<file path="config.mk">
export PLATFORM = sky130hd
export DESIGN_NAME = mealy_stream_sched
export DESIGN_NICKNAME = d
export VERILOG_FILES = /design/src/rtl/mealy_sched_pkg.sv /design/src/rtl/mealy4_core.sv /design/src/rtl/mealy_stream_sched.sv
export SDC_FILE = /design/constraint.sdc
export NUM_CORES = 1
export LEC_CHECK = 0
export BUFFER_PORTS_ARGS = -buffer_cell sky130_fd_sc_hd__buf_2
export CORE_MARGIN = 2
export CORE_UTILIZATION = 30
export DETAILED_ROUTE_END_ITERATION = 12
export MAX_ROUTING_LAYER = met4
export PLACE_DENSITY = 0.56
export SLEW_MARGIN = 20
export SYNTH_ARGS = -nofsm -noshare
export SYNTH_HDL_FRONTEND = slang
export SYNTH_HIERARCHICAL = 1
export SYNTH_SLANG_ARGS = --single-unit
</file>
<file path="constraint.sdc">
create_clock -name clk -period 2.2 [get_ports clk]
set_input_delay 0.22 -clock clk [delete_from_list [all_inputs] [get_ports clk]]
set_output_delay 0.22 -clock clk [all_outputs]
set_load 0.03 [all_outputs]
</file>
<file path="src/rtl/mealy_sched_pkg.sv">
// Shared types for the round-robin Mealy stream scheduler.
// Scheduler states, core states and the 2-bit core output codes.
package mealy_sched_pkg;

    typedef enum logic [1:0] {
        IDLE,
        SHIFT,
        DONE
    } sched_state_t;

    typedef enum logic [1:0] {
        S0,
        S1,
        S2,
        S3
    } core_state_t;

    localparam logic [1:0] C00 = 2'b00;
    localparam logic [1:0] C01 = 2'b01;
    localparam logic [1:0] C10 = 2'b10;
    localparam logic [1:0] C11 = 2'b11;

endpackage

</file>
<file path="src/rtl/mealy4_core.sv">
// 4-state Mealy sequence core: registered state, sync clear,
// combinational output from current state and input bit.
module mealy4_core
    import mealy_sched_pkg::*;
(
    input  logic       clk,
    input  logic       reset_n,
    input  logic       clr,
    input  logic       data_in,
    output logic [1:0] data_out
);

    core_state_t st;
    core_state_t nxt;

    always_ff @(posedge clk or negedge reset_n) begin
        if (!reset_n) begin
            st <= S0;
        end else if (clr) begin
            st <= S0;
        end else begin
            st <= nxt;
        end
    end

    always_comb begin
        nxt      = st;
        data_out = C00;
        unique case (st)
            S0: begin
                nxt      = S1;
                data_out = data_in ? C00 : C10;
            end
            S1: begin
                nxt      = data_in ? S2 : S1;
                data_out = data_in ? C01 : C00;
            end
            S2: begin
                nxt      = data_in ? S3 : S1;
                data_out = data_in ? C10 : C01;
            end
            S3: begin
                nxt      = data_in ? S2 : S3;
                data_out = data_in ? C11 : C00;
            end
        endcase
    end

endmodule

</file>
<file path="src/rtl/mealy_stream_sched.sv">
// Round-robin scheduler sharing one mealy4_core between requesters;
// serialises each granted word MSB-first and returns packed codes.
module mealy_stream_sched
    import mealy_sched_pkg::*;
#(
    parameter  int NREQ   = 4,
    parameter  int WORD_W = 8,
    localparam int IDW    = $clog2(NREQ),
    localparam int CW     = $clog2(WORD_W + 1)
) (
    input  logic                   clk,
    input  logic                   reset_n,
    input  logic [NREQ-1:0]        req,
    input  logic [NREQ*WORD_W-1:0] req_word,
    output logic [NREQ-1:0]        gnt,
    output logic                   busy,
    output logic                   done,
    output logic [IDW-1:0]         done_id,
    output logic [2*WORD_W-1:0]    result,
    output logic [CW-1:0]          cnt3
);

    sched_state_t          state;
    logic [WORD_W-1:0]     shreg;
    logic [CW-1:0]         bitcnt;
    logic [CW-1:0]         acc_cnt;
    logic [2*WORD_W-1:0]   acc;
    logic [IDW-1:0]        last_id;
    logic [IDW-1:0]        winner;
    logic [IDW-1:0]        pick;
    logic                  found;
    logic [IDW:0]          sum;
    logic                  core_clr;
    logic [1:0]            code;
    logic [2*WORD_W-1:0]   acc_nxt;
    logic [CW-1:0]         cnt_nxt;

    // Core sits at S0 outside SHIFT, so it is clear on the grant edge.
    assign core_clr = (state != SHIFT);

    mealy4_core u_core (
        .clk      (clk),
        .reset_n  (reset_n),
        .clr      (core_clr),
        .data_in  (shreg[WORD_W-1]),
        .data_out (code)
    );

    assign acc_nxt = {acc[2*WORD_W-3:0], code};
    assign cnt_nxt = acc_cnt + CW'(code == C11);

    // First asserted req searching upward from last_id+1, with wrap.
    always_comb begin
        found = 1'b0;
        pick  = '0;
        sum   = '0;
        for (int k = 1; k <= NREQ; k++) begin
            sum = {1'b0, last_id} + (IDW+1)'(k);
            if (sum >= (IDW+1)'(NREQ)) begin
                sum = sum - (IDW+1)'(NREQ);
            end
            if (!found && req[sum[IDW-1:0]]) begin
                found = 1'b1;
                pick  = sum[IDW-1:0];
            end
        end
    end

    always_ff @(posedge clk or negedge reset_n) begin
        if (!reset_n) begin
            state   <= IDLE;
            gnt     <= '0;
            busy    <= 1'b0;
            done    <= 1'b0;
            done_id <= '0;
            result  <= '0;
            cnt3    <= '0;
            last_id <= IDW'(NREQ - 1);
            winner  <= '0;
            shreg   <= '0;
            bitcnt  <= '0;
            acc     <= '0;
            acc_cnt <= '0;
        end else begin
            done <= 1'b0;
            unique case (state)
                IDLE: begin
                    if (found) begin
                        gnt     <= NREQ'(1) << pick;
                        busy    <= 1'b1;
                        winner  <= pick;
                        shreg   <= req_word[int'(pick)*WORD_W +: WORD_W];
                        bitcnt  <= '0;
                        acc     <= '0;
                        acc_cnt <= '0;
                        state   <= SHIFT;
                    end
                end
                SHIFT: begin
                    shreg   <= shreg << 1;
                    bitcnt  <= bitcnt + CW'(1);
                    acc     <= acc_nxt;
                    acc_cnt <= cnt_nxt;
                    if (bitcnt == CW'(WORD_W - 1)) begin
                        gnt     <= '0;
                        done    <= 1'b1;
                        done_id <= winner;
                        result  <= acc_nxt;
                        cnt3    <= cnt_nxt;
                        last_id <= winner;
                        state   <= DONE;
                    end
                end
                DONE: begin
                    busy  <= 1'b0;
                    state <= IDLE;
                end
                default: begin
                    state <= IDLE;
                end
            endcase
        end
    end

endmodule

</file>
==> results_dict.tcl <==
set metrics [dict create \
    r2r_start "last_id[0]" \
    worstPathMaxFanout 7 \
    dp.final_hpwl_um 5310 \
    cts_buffer_depth 2 \
    die_y_um 106 \
    n_antenna_cell 0 \
    root_buffer "clkbuf_8" \
    overflow 0 \
    worstSetupStartpoint "last_id[0]" \
    yosys_warnings 6 \
    synth_edf_count 0 \
    mappedNetlistArea_sq_um 3120 \
    design_area_sq_um 3830 \
    hp-class "in -> reg" \
    fin_nets 426 \
    fin_worst_skew_ps 8.36 \
    clock-sinks 66 \
    drv_slew 0 \
    setup_viol 0 \
    gp_congestion 0.822 \
    synth_nets 358 \
    clkTransAtPathRegs_ps 70 \
    placed_area_sq_um 3600 \
    dieArea_sq_um 11200 \
    fin_tns_setup_ps 0 \
    synthCells 317 \
    yosysTopAreaCell "dfrtp_1" \
    drtIter0Drc 98 \
    synth-main-ff-cell "dfrtp_1" \
    postSynthAreaPerCell_sq_um 9.83 \
    critPathCaptureType "register" \
    h-tree-depth 3 \
    detail-route-antenna-nets 0 \
    post-cts-setup-buffers 0 \
    critPathArrivalTime_ps 2090 \
    synth_top_area_share_pct 51.4 \
    netlist_top_cells_area "dfrtp_1, nand2_1, a22o_1" \
    power_leakage_nw 1.93 \
    start_util_pct 30.6 \
    synth-async-reset-ratio_pct 100 \
    coreArea_sq_um 10200 \
    power_density_nw_per_um2 1400 \
    slew_headroom_pct 59.9 \
    wl_per_cell_um 14.0 \
    layout-drive-gt1-share_pct 27.9 \
    port_buffers 65 \
    layout_commonest_cell "nand2_1" \
    r2r_setup_slack_ps 320 \
    grt_max_degree 44 \
    routed_wl_um 7390 \
    rsz0062_at_grt "no" \
    post-route-period-util_pct 85.6 \
    hold_viol 0 \
    vias 2569 \
    max_freq_mhz 531 \
    synth_cell_types 56 \
    worstSkewPairLatency_ps 340 \
    fp.dieW_um 106 \
    critPathRequiredTime_ps 2410 \
    syn_to_final_growth_pct 22.8 \
    num_rows 37 \
    cts_tree "done" \
    cp-endpoint "shreg[0]" \
    final_cell_mix "nand2_1, buf_2, dfrtp_1" \
    maxCapViolations 0 \
    finish.utilization_pct 37.6 \
    grt.total_usage_pct 14.9 \
    cts_buffers 9 \
    ys_ff_latch 66 \
    layout_min_cycle_time_ps 1880 \
    via_per_inst 4.88 \
    total_power_mw 5.36 \
    grt_pass1_wl_um 12900 \
    ys_seq_area_share_pct 53.1 \
    max_slew.worst_pin.slew_ps 598 \
    ff2ff_path_depth 5 \
    setup.worst_path.class "reg -> reg" \
    grt_pass1_vias 2621 \
    ios 66 \
    hold_slack_ps 186 \
    drc 0 \
    reg2reg_to "shreg[0]" \
    peakVddDrop_uv 368 \
    antenna_found_initial 0 \
    startpoint_type "register" \
    drt_first_pass_iters 4 \
    status "finished clean" \
]
[timing repair]
action                                  CTS  global route
hold endpoints to repair                 23             0
gates resized for setup                   0             0
hold buffers                              1             0
endpoints found under the setup margin    0             0
[logic make-up after synthesis]
kind of cell,Yosys count,share of synthesized area (%)
buffers and inverters,26,4.38
AO/OA/AOI/OAI,82,18.5
adder cells (fa/ha/maj),3,1.20
XOR/XNOR,3,0.843
AND/OR/NAND/NOR,129,19.4
flip-flops,66,53.1
multiplexers,8,2.57
[worst max-delay path, stage by stage, from the launching register on]
cell and delay (ps):
dfstp_2 610, nand2b_1 120, a21oi_1 160, or3_4 380, a2111oi_0 410, a211oi_1 80
[where the power goes]
group / switching [mW] / leakage [nW] / internal (mW) / total [mW]
Sequential: 0.367 / 0.847 / 1.72 / 2.09
Clock: 0.478 / 0.107 / 0.642 / 1.12
Combinational: 1.32 / 0.972 / 0.835 / 2.15
Total: 2.16 / 1.93 / 3.20 / 5.36
[Yosys cell counts (3+ instances only)]
library cell and n:
clkbuf_1 5, a22o_1 17, or3_1 6, nand3_1 6, a221oi_1 5, buf_6 3, o211ai_1 4, ha_1 3
mux2i_1 8, inv_1 4, nand2b_1 3, nand2_1 82, buf_2 10, a21oi_1 13, o22ai_1 6, nor2_1 13
o21ai_0 18, dfrtp_1 64
[state kept, by name (all words and copies together) (netlist names), 4 cells and up]
| signal | count |
|---|---|
| result | 16 |
| acc | 14 |
| shreg | 8 |
| acc_cnt | 4 |
| bitcnt | 4 |
| cnt3 | 4 |
| gnt | 4 |
[worst min-delay path by stage]
| stage | start | depth (start not counted) | to | slack, ps |
|---|---|---|---|---|
| 3_3_place_gp | reset_n | 1 | result[4] | 240 |
| 3_5_place_dp | reset_n | 1 | result[4] | 250 |
| 5_1_grt | req_word[10] | 3 | shreg[2] | 190 |
| 2_1_floorplan | reset_n | 0 | acc[0] | -80 |
| 4_1_cts | req_word[13] | 3 | shreg[5] | 170 |
| 6_report | req_word[13] | 3 | shreg[5] | 190 |
[through the flow]
| stage | std cells | setup WS, ps |
|---|---|---|
| after floorplan | 317 | 452 |
| after global placement | 509 | 356 |
| after detailed placement | 509 | 261 |
| after CTS | 526 | 268 |
| after global routing | 526 | 182 |
| final | 526 | 317 |
[layer usage]
layer,wire length [um],vias to the layer above,track usage [%]
li1,-,1250,-
met1,3580,1246,19.5
met2,3350,58,22.5
met3,303,15,2.64
met4,159,0,7.14
met5,0,-,-
[layout make-up]
cell class	instances	area, sq um
clock buffer	10	128
clock inverter	6	90.1
fill	1078	6360
multi-input combinational	225	1330
sequential	66	1650
timing repair buffer	77	430
tap	136	170
inverter	6	22.5
(Power assumes the default switching activity.)
